`src/rtl/gt_xctrl_pkg.sv`:
```
// gt_xctrl_pkg: shared Gigatron extended-ctrl device codes and SPI engine state type
package gt_xctrl_pkg;
  localparam logic [3:0] DEV_SPI_SEL  = 4'hC;
  localparam logic [3:0] DEV_SPI_CFG  = 4'hD;
  localparam logic [3:0] DEV_SPI_XFER = 4'hE;
  localparam logic [1:0] XCTRL_MATCH  = 2'b00;
  typedef enum logic {IDLE, SHIFT} state_t;
endpackage

```
`src/rtl/spi_xfer_engine_if.sv`:
```
// spi_xfer_engine_if: ctrl-strobe and port-read bus between Gigatron bus logic and the SPI engine
interface spi_xfer_engine_if;
  logic        CTRL_STB;
  logic [15:0] CTRL_A;
  logic        RADDR;
  logic [7:0]  RDATA;
  modport master (output CTRL_STB, CTRL_A, RADDR, input RDATA);
  modport slave  (input CTRL_STB, CTRL_A, RADDR, output RDATA);
endinterface

```
`src/rtl/spi_xfer_engine_halfbit_timer.sv`:
```
// spi_halfbit_timer: emits a one-clock tick every div+1 clocks while enabled
module spi_halfbit_timer #(
  parameter int DIVW = 4
) (
  input  logic            CLK,
  input  logic            nRESET,
  input  logic            clr,
  input  logic            en,
  input  logic [DIVW-1:0] div,
  output logic            tick
);
  logic [DIVW-1:0] cnt_q, cnt_d;
  assign tick = en && cnt_q == '0;
  always_comb cnt_d = (clr || tick) ? div : en ? cnt_q - 1'b1 : cnt_q;
  always_ff @(posedge CLK or negedge nRESET)
    if (!nRESET) cnt_q <= '0;
    else         cnt_q <= cnt_d;
endmodule

```
`src/rtl/spi_xfer_engine.sv`:
```
// spi_xfer_engine: SPI master byte shifter driven by Gigatron extended ctrl strobes
module spi_xfer_engine import gt_xctrl_pkg::*; #(
  parameter int NSS  = 2,
  parameter int DIVW = 4
) (
  input  logic            CLK,
  input  logic            nRESET,
  spi_xfer_engine_if.slave bus,
  input  logic [NSS-1:0]  MISO,
  output logic            MOSI,
  output logic            SCK,
  output logic [NSS-1:0]  nSS,
  output logic            BUSY
);
  state_t          state_q, state_d;
  logic            cpol_q, cpol_d, cpha_q, cpha_d, ovr_q, ovr_d;
  logic            sck_q, sck_d, mosi_q, mosi_d, smp_q, smp_d;
  logic [DIVW-1:0] div_q, div_d;
  logic [NSS-1:0]  nss_q, nss_d;
  logic [7:0]      sh_q, sh_d, rx_q, rx_d;
  logic [3:0]      edge_q, edge_d;
  logic            hit, sel_hit, cfg_hit, xfer_hit, start, tick, lead, miso_eff, unused;
  assign hit      = bus.CTRL_STB && bus.CTRL_A[3:2] == XCTRL_MATCH;
  assign sel_hit  = hit && bus.CTRL_A[7:4] == DEV_SPI_SEL;
  assign cfg_hit  = hit && bus.CTRL_A[7:4] == DEV_SPI_CFG;
  assign xfer_hit = hit && bus.CTRL_A[7:4] == DEV_SPI_XFER;
  assign start    = state_q == IDLE && xfer_hit;
  assign miso_eff = |(MISO & ~nss_q);
  // edge_q counts edges already made, so the upcoming edge is odd (leading) when edge_q is even
  assign lead     = ~edge_q[0];
  assign unused   = ^bus.CTRL_A[1:0];
  spi_halfbit_timer #(.DIVW(DIVW)) u_timer (
    .CLK(CLK), .nRESET(nRESET), .clr(start), .en(state_q == SHIFT), .div(div_q), .tick(tick)
  );
  always_comb begin
    state_d = state_q;
    cpol_d  = cpol_q;
    cpha_d  = cpha_q;
    ovr_d   = ovr_q;
    sck_d   = sck_q;
    mosi_d  = mosi_q;
    smp_d   = smp_q;
    div_d   = div_q;
    nss_d   = nss_q;
    sh_d    = sh_q;
    rx_d    = rx_q;
    edge_d  = edge_q;
    if (state_q == IDLE) begin
      if (sel_hit) nss_d = bus.CTRL_A[8 +: NSS];
      if (cfg_hit) begin
        cpol_d = bus.CTRL_A[8];
        cpha_d = bus.CTRL_A[9];
        div_d  = bus.CTRL_A[10 +: DIVW];
        ovr_d  = 1'b0;
        sck_d  = bus.CTRL_A[8];
      end
      if (xfer_hit) begin
        state_d = SHIFT;
        sh_d    = bus.CTRL_A[15:8];
        mosi_d  = bus.CTRL_A[15];
        edge_d  = '0;
      end
    end else begin
      if (sel_hit || cfg_hit || xfer_hit) ovr_d = 1'b1;
      if (tick) begin
        sck_d  = ~sck_q;
        edge_d = edge_q + 4'd1;
        if (lead) begin
          mosi_d = cpha_q ? sh_q[7] : mosi_q;
          smp_d  = cpha_q ? smp_q : miso_eff;
        end else begin
          sh_d   = {sh_q[6:0], cpha_q ? miso_eff : smp_q};
          mosi_d = (!cpha_q && edge_q != 4'd15) ? sh_q[6] : mosi_q;
        end
        if (edge_q == 4'd15) begin
          state_d = IDLE;
          rx_d    = sh_d;
        end
      end
    end
  end
  always_ff @(posedge CLK or negedge nRESET)
    if (!nRESET) begin
      state_q <= IDLE;
      cpol_q  <= 1'b0;
      cpha_q  <= 1'b0;
      ovr_q   <= 1'b0;
      sck_q   <= 1'b0;
      mosi_q  <= 1'b1;
      smp_q   <= 1'b0;
      div_q   <= '1;
      nss_q   <= '1;
      sh_q    <= '0;
      rx_q    <= '0;
      edge_q  <= '0;
    end else begin
      state_q <= state_d;
      cpol_q  <= cpol_d;
      cpha_q  <= cpha_d;
      ovr_q   <= ovr_d;
      sck_q   <= sck_d;
      mosi_q  <= mosi_d;
      smp_q   <= smp_d;
      div_q   <= div_d;
      nss_q   <= nss_d;
      sh_q    <= sh_d;
      rx_q    <= rx_d;
      edge_q  <= edge_d;
    end
  assign BUSY      = state_q == SHIFT;
  assign SCK       = sck_q;
  assign MOSI      = mosi_q;
  assign nSS       = nss_q;
  assign bus.RDATA = bus.RADDR ? {BUSY, ovr_q, cpha_q, cpol_q, 4'b0000} : rx_q;
endmodule

```
`src/flat_wrapper.sv`:
```
// flat-port wrapper written by rule: the top's interface ports become plain ports
module spi_xfer_engine_flat import gt_xctrl_pkg::*;
#(
  parameter int NSS  = 2,
  parameter int DIVW = 4
)
  (CLK, nRESET, MISO, MOSI, SCK, nSS, BUSY, bus_CTRL_STB, bus_CTRL_A, bus_RADDR, bus_RDATA);
  spi_xfer_engine_if bus_i ();
  input  logic CLK;
  input  logic nRESET;
  input  logic [NSS-1:0] MISO;
  output logic MOSI;
  output logic SCK;
  output logic [NSS-1:0] nSS;
  output logic BUSY;
  input wire logic [$bits(bus_i.CTRL_STB)-1:0] bus_CTRL_STB;
  input wire logic [$bits(bus_i.CTRL_A)-1:0] bus_CTRL_A;
  input wire logic [$bits(bus_i.RADDR)-1:0] bus_RADDR;
  output wire logic [$bits(bus_i.RDATA)-1:0] bus_RDATA;
  assign bus_i.CTRL_STB = bus_CTRL_STB;
  assign bus_i.CTRL_A = bus_CTRL_A;
  assign bus_i.RADDR = bus_RADDR;
  assign bus_RDATA = bus_i.RDATA;
  spi_xfer_engine #(.NSS(NSS), .DIVW(DIVW)) u_core (.CLK(CLK), .nRESET(nRESET), .bus(bus_i), .MISO(MISO), .MOSI(MOSI), .SCK(SCK), .nSS(nSS), .BUSY(BUSY));
endmodule
```
`config.mk`:
```
export PLATFORM = sky130hd
export DESIGN_NAME = spi_xfer_engine_flat
export DESIGN_NICKNAME = d
export VERILOG_FILES = /design/src/rtl/gt_xctrl_pkg.sv /design/src/rtl/spi_xfer_engine_if.sv /design/src/rtl/spi_xfer_engine_halfbit_timer.sv /design/src/rtl/spi_xfer_engine.sv /design/src/flat_wrapper.sv
export SDC_FILE = /design/constraint.sdc
export NUM_CORES = 1
export LEC_CHECK = 0
export ABC_AREA = 1
export CAP_MARGIN = 5
export CELL_PAD_IN_SITES_DETAIL_PLACEMENT = 1
export CELL_PAD_IN_SITES_GLOBAL_PLACEMENT = 2
export CORE_MARGIN = 5
export CORE_UTILIZATION = 30
export CTS_CLUSTER_DIAMETER = 120
export DETAILED_ROUTE_END_ITERATION = 16
export PLACE_DENSITY = 0.84
export SLEW_MARGIN = 10
export SYNTH_ARGS = -nofsm -noshare
export SYNTH_HDL_FRONTEND = slang
export SYNTH_SLANG_ARGS = --single-unit
```
`constraint.sdc`:
```
create_clock -name CLK -period 2 [get_ports CLK]
set_clock_uncertainty 0.2 [all_clocks]
set_input_delay 0.4 -clock CLK [delete_from_list [all_inputs] [get_ports CLK]]
set_output_delay 0.4 -clock CLK [all_outputs]
set_load 0.02 [all_outputs]
```
### Yosys cells after proc, flatten, opt, wreduce, memory -nomap -nowiden

Index checks and enable logic that the tools add are counted.

| storage, ports and cells | value |
|---|---|
| register bits | 37 |
| bits in latches | 0 |
| RAM bits | 0 |
| ROM bits | 0 |
| bits of input ports | 22 |
| output and inout port bits | 13 |
| logic and storage cells | 82 |
| memories kept | 0 |

| cells by class | value |
|---|---|
| add/sub/neg operators | 2 |
| $mul | 0 |
| divide/modulo/power cells | 0 |
| magnitude comparators | 0 |
| eq/ne operators | 9 |
| shift operators | 0 |
| muxes and demuxes | 27 |
| bitwise operators | 6 |
| reductions and logical operators | 25 |

Operators by type and width:

| kind | number |
|---|---|
| 8-bit two-way mux | 5 |
| 4-bit two-way mux | 5 |
| 1-bit two-way mux | 17 |
| 4-bit == test, second input constant | 4 |
| 2-bit AND reduction | 5 |
| 4-bit AND reduction | 2 |
| 1-bit logical AND | 7 |
| 3-bit != test, second input constant | 2 |
| 2-bit nonzero test | 3 |
| 4-bit by 1-bit adder with 4-bit output, second input constant | 1 |
| 4-bit logical NOT | 1 |
| 2-bit != test, second input constant | 2 |
| 4-bit != test, second input constant | 1 |
| 1-bit NOT | 4 |
| 4-bit by 1-bit subtractor with 4-bit output, second input constant | 1 |
| 1-bit logical OR | 3 |
| 3-bit AND reduction | 1 |
| 2-bit AND | 1 |
| 2-bit logical NOT | 1 |
| 2-bit NOT | 1 |
| 2-bit OR reduction | 1 |
| 1-bit logical NOT | 1 |

### Logic depth before layout (Yosys ltp)

| logic depth | value |
|---|---|
| word-level depth | 7 |
| gate-level depth with buffers | 10 |
| gate-level depth less buffers | 9 |

### Modules after synthesis

A second synthesis with hierarchy kept.

| unflattened totals | value |
|---|---|
| cell total of the unflattened synthesis | 272 |
| area total of the unflattened synthesis | 2013.2 um^2 |

Modules (own cells, without submodules):

| module | instances | cells an instance | area each (um^2) | sequential area each (um^2) |
|---|---|---|---|---|
| spi_xfer_engine | 1 | 226 | 1711.6 | 834.6 |
| spi_halfbit_timer | 1 | 46 | 301.5 | 100.1 |

### Least setup slack after synthesis

No wires, ideal clock.

| timing path | value |
|---|---|
| path kind | flip-flop to output port |
| start point | reg u_core.state_q, in the netlist u_core.BUSY |
| end point | out bus_RDATA[7] |
| arrival | 1.124 ns |
| required time | 1.400 ns |
| slack | 0.276 ns |
| stages on the path, launching flop included | 5 |
| cell sequence | dfrtp_1 > buf_4 > buf_2 > nand2_1 > o21ai_0 |

| on the way | value |
|---|---|
| longest elaborated chain between the ends | 1 |

RTL lines:

| what | RTL line | RTL |
|---|---|---|
| from (decl) | spi_xfer_engine.sv:15 | `state_t state_q, state_d;` |
| from (signal assigned) | spi_xfer_engine.sv:97 | `state_q <= state_d;` |
| 8-bit two-way mux | spi_xfer_engine.sv:114 | `assign bus.RDATA = bus.RADDR ? {BUSY, ovr_q, cpha_q, cpol_q, 4'b0000} : rx_q;` |
| to (decl) | flat_wrapper.sv:19 | `output wire logic [$bits(bus_i.RDATA)-1:0] bus_RDATA;` |

No other way between the ends.

### Worst setup path in the final report

| timing path | value |
|---|---|
| start point | in bus_RADDR |
| end point | out bus_RDATA[1] |

| on the way | value |
|---|---|
| longest elaborated chain between the ends | 1 |

RTL lines:

| what | RTL line | RTL |
|---|---|---|
| from (decl) | flat_wrapper.sv:18 | `input wire logic [$bits(bus_i.RADDR)-1:0] bus_RADDR;` |
| 8-bit two-way mux | spi_xfer_engine.sv:114 |  |

No other way between the ends.

==> flow_summary.yaml <==
synthesis:
  ys_seq_elements: 37
  netlist_area_um2: 2040
  synth_cells: 267
  synthArstFlopShare: 1.00
  yosysMostFrequentCell: "nand2_1"
  ys.flop_type: "dfrtp_1"
  synth.area.top_cells: "dfrtp_1 (37%), nand2_1 (18%), o21ai_0 (9.3%), dfstp_2 (9.0%), inv_1 (5.7%)"
  synthTopCellsByCount: "nand2_1 (99), o21ai_0 (38), inv_1 (31)"
  synth-edff-count: 0
  ys_warn_count: 0
  synth-seq-area-share: 0.459
  syn-num-nets: 291
  avgSynthCellArea_um2: 7.63
  synth_top_area_share: 0.369
  yosysTopAreaCell: "dfrtp_1"
  synth_cell_type_count: 27
clock_network:
  clockBufferDepth: 2
  clock-sinks: 37
  clk_latency_ns: 0.28
  clk_pin_slew_ns: 0.07
  clock-root-buffer: "clkbuf_8"
  cts-buffers-inserted: 5
  cts_max_level: 2
  cts_tree: "yes"
power_and_ir_drop:
  pwr-share-clk: 0.384
  pwr-share-seq: 0.541
  p_int_mw: 1.09
  power_mw: 1.41
  p_per_area_nw_per_um2: 550
  vdd_ir_drop_max_v: 0.000315
  combinationalPowerShare: 0.075
  p_leak_nw: 1.23
  netSwitchingFraction: 0.227
  p_sw_mw: 0.320
cells_and_area:
  nFillCells: 822
  antennaDiodeCount: 0
  nets: 332
  areaGrowthSynthToFinish_pct: 26.0
  drive_gt1_frac: 0.155
  final_util: 0.382
route:
  drc: 0
  vias: 1803
  via_per_inst: 4.63
  routedWlPerCell_um: 13.2
  drt_wl_total_um: 5130
  ant_nets: 0
  drt_iter0_markers: 62
  drt_pass1_iterations: 4
sta:
  setup_slack_ns: 0.0287
  rsz0062_at_grt: "false"
  relSlewSlack: 0.738
  post-route-period-util: 0.986
  hold_viol: 0
  achievable-frequency_ghz: 0.507
  setup_violations: 0
  fin_crit_ns: 1.97
  slew_viol_final: 0
  tightest_slew_ns: 0.392
placement:
  portBuffers: 32
  place_hpwl_um: 3880
  gp_congestion: 0.734
  place_ws_ns: -0.436
die:
  die_y_um: 92.4
  coreArea_um2: 6720
  pin_count: 35
  die_area_um2: 8540
  rows: 30
  floorplan.initialDensity: 0.303
  die_x_um: 92.4
global_routing:
  antenna_found_initial: 0
  grt_pass1_vias: 1929
  grt_max_degree: 24
  overflow: 0
  grt_pass1_wl_um: 8840
  grt_usage: 0.128
worst_setup_path:
  crit_arrival_ns: 1.37
  end_kind: "primary output"
  worst-setup-path-type: "primary input to primary output"
  path_max_fanout: 12
  required_ns: 1.40
  cp-start-kind: "primary input"
run_status:
  status: "finished clean"
job:
  max-cap-violations: 0
min_path:
  hp-class: "register to register"
## worst max-delay path, cell delays in order
cell and delay, ns:
clkdlybuf4s50_1 0.42, buf_6 0.15, nor2_1 0.10, clkdlybuf4s15_1 0.30
## repair_timing
item,4_1_cts,5_1_grt
endpoints found under the setup margin,11,10
endpoints found under the hold margin,11,0
buffers inserted,0,1
hold buffers,1,0
gates resized for setup,33,5
pin swaps,0,1
## cell usage in the layout, fill, tap and decap left out, types with 3 or more instances in the layout
master            n
dlygate4sd2_1     3
clkdlybuf4s50_1  19
dfstp_2           7
nand3_1          18
dfrtp_1          30
a21oi_1           4
buf_12            3
inv_1            31
buf_2             4
nand3_2           3
nor2_1            8
nor2_4            3
nand2_1          99
buf_4             7
o21ai_0          37
clkbuf_8          6
## cell families (layout without fill, tap and decap cells)
logic type                 Yosys count  after routing  share of synthesized area
adders and majority gates            2              2                     0.0123
buffers and inverters               43             85                      0.101
and+or+nand+nor                    139            139                      0.310
AOI/OAI and AO/OA                   46             46                      0.118
DFF                                 37             37                      0.459
## final cells by class
| cell class | count | area, um^2 | area share |
|---|---|---|---|
| inverters | 34 | 131 | 0.0512 |
| repair buffers | 43 | 414 | 0.161 |
| multi-input cells | 187 | 896 | 0.349 |
| flip-flops and latches | 37 | 935 | 0.364 |
| clock buffers | 8 | 90.1 | 0.0351 |
| well taps | 80 | 100 | 0.0390 |
## power groups by stage
| stage | Sequential [mW] | Clock [mW] | Combinational, mW |
|---|---|---|---|
| 2_1_floorplan | 0.773 | 0 | 0.0322 |
| 3_3_place_gp | 0.776 | 0 | 0.107 |
| 3_5_place_dp | 0.777 | 0 | 0.109 |
| 4_1_cts | 0.762 | 0.567 | 0.107 |
| 5_1_grt | 0.763 | 0.603 | 0.118 |
| 6_report | 0.763 | 0.543 | 0.106 |
## metal layers
layer	GRT usage	routed length (um)	vias to the layer above
li1	-	-	920
met1	0.162	2450	855
met2	0.223	2450	24
met3	0.0268	186	4
met4	0.0260	42	0
met5	0	0	-
## flip-flops by register name (all words and copies together), names as in the netlist
name,cells
u_core.nSS,2
u_core.cpha_q,1
u_core.BUSY,1
u_core.SCK,1
u_core.MOSI,1
u_core.cpol_q,1
u_core.edge_q,4
u_core.div_q,4
u_core.rx_q,8
u_core.ovr_q,1
u_core.u_timer.cnt_q,4
u_core.sh_q,8
u_core.smp_q,1
## through the flow
| stage | hold WS (ns) | cell area, um^2 | cells | setup TNS (ns) |
|---|---|---|---|---|
| after floorplan | -0.0956 | 2040 | 267 | 0 |
| after global placement | 0.151 | 2470 | 379 | -2.58 |
| after detailed placement | 0.149 | 2470 | 379 | -3.04 |
| after CTS | 0.266 | 2550 | 388 | 0 |
| after global routing | 0.296 | 2570 | 389 | 0 |
| final | 0.263 | 2570 | 389 | 0 |
## worst paths after layout
path                                    startpoint             to  slack [ns]  depth (start not counted)
min                                    u_core.MOSI    u_core.MOSI        0.26                          2
min reg2reg                            u_core.MOSI    u_core.MOSI        0.26                          2
max reg2reg                u_core.u_timer.cnt_q[0]    u_core.MOSI        0.25                         10
max in group asynchronous                   nRESET    u_core.MOSI        0.69                          3
max                                      bus_RADDR   bus_RDATA[1]        0.03                          4
min in group asynchronous                   nRESET  u_core.cpol_q        0.37                          2
Note: power is estimated with default switching activity, not from simulation.
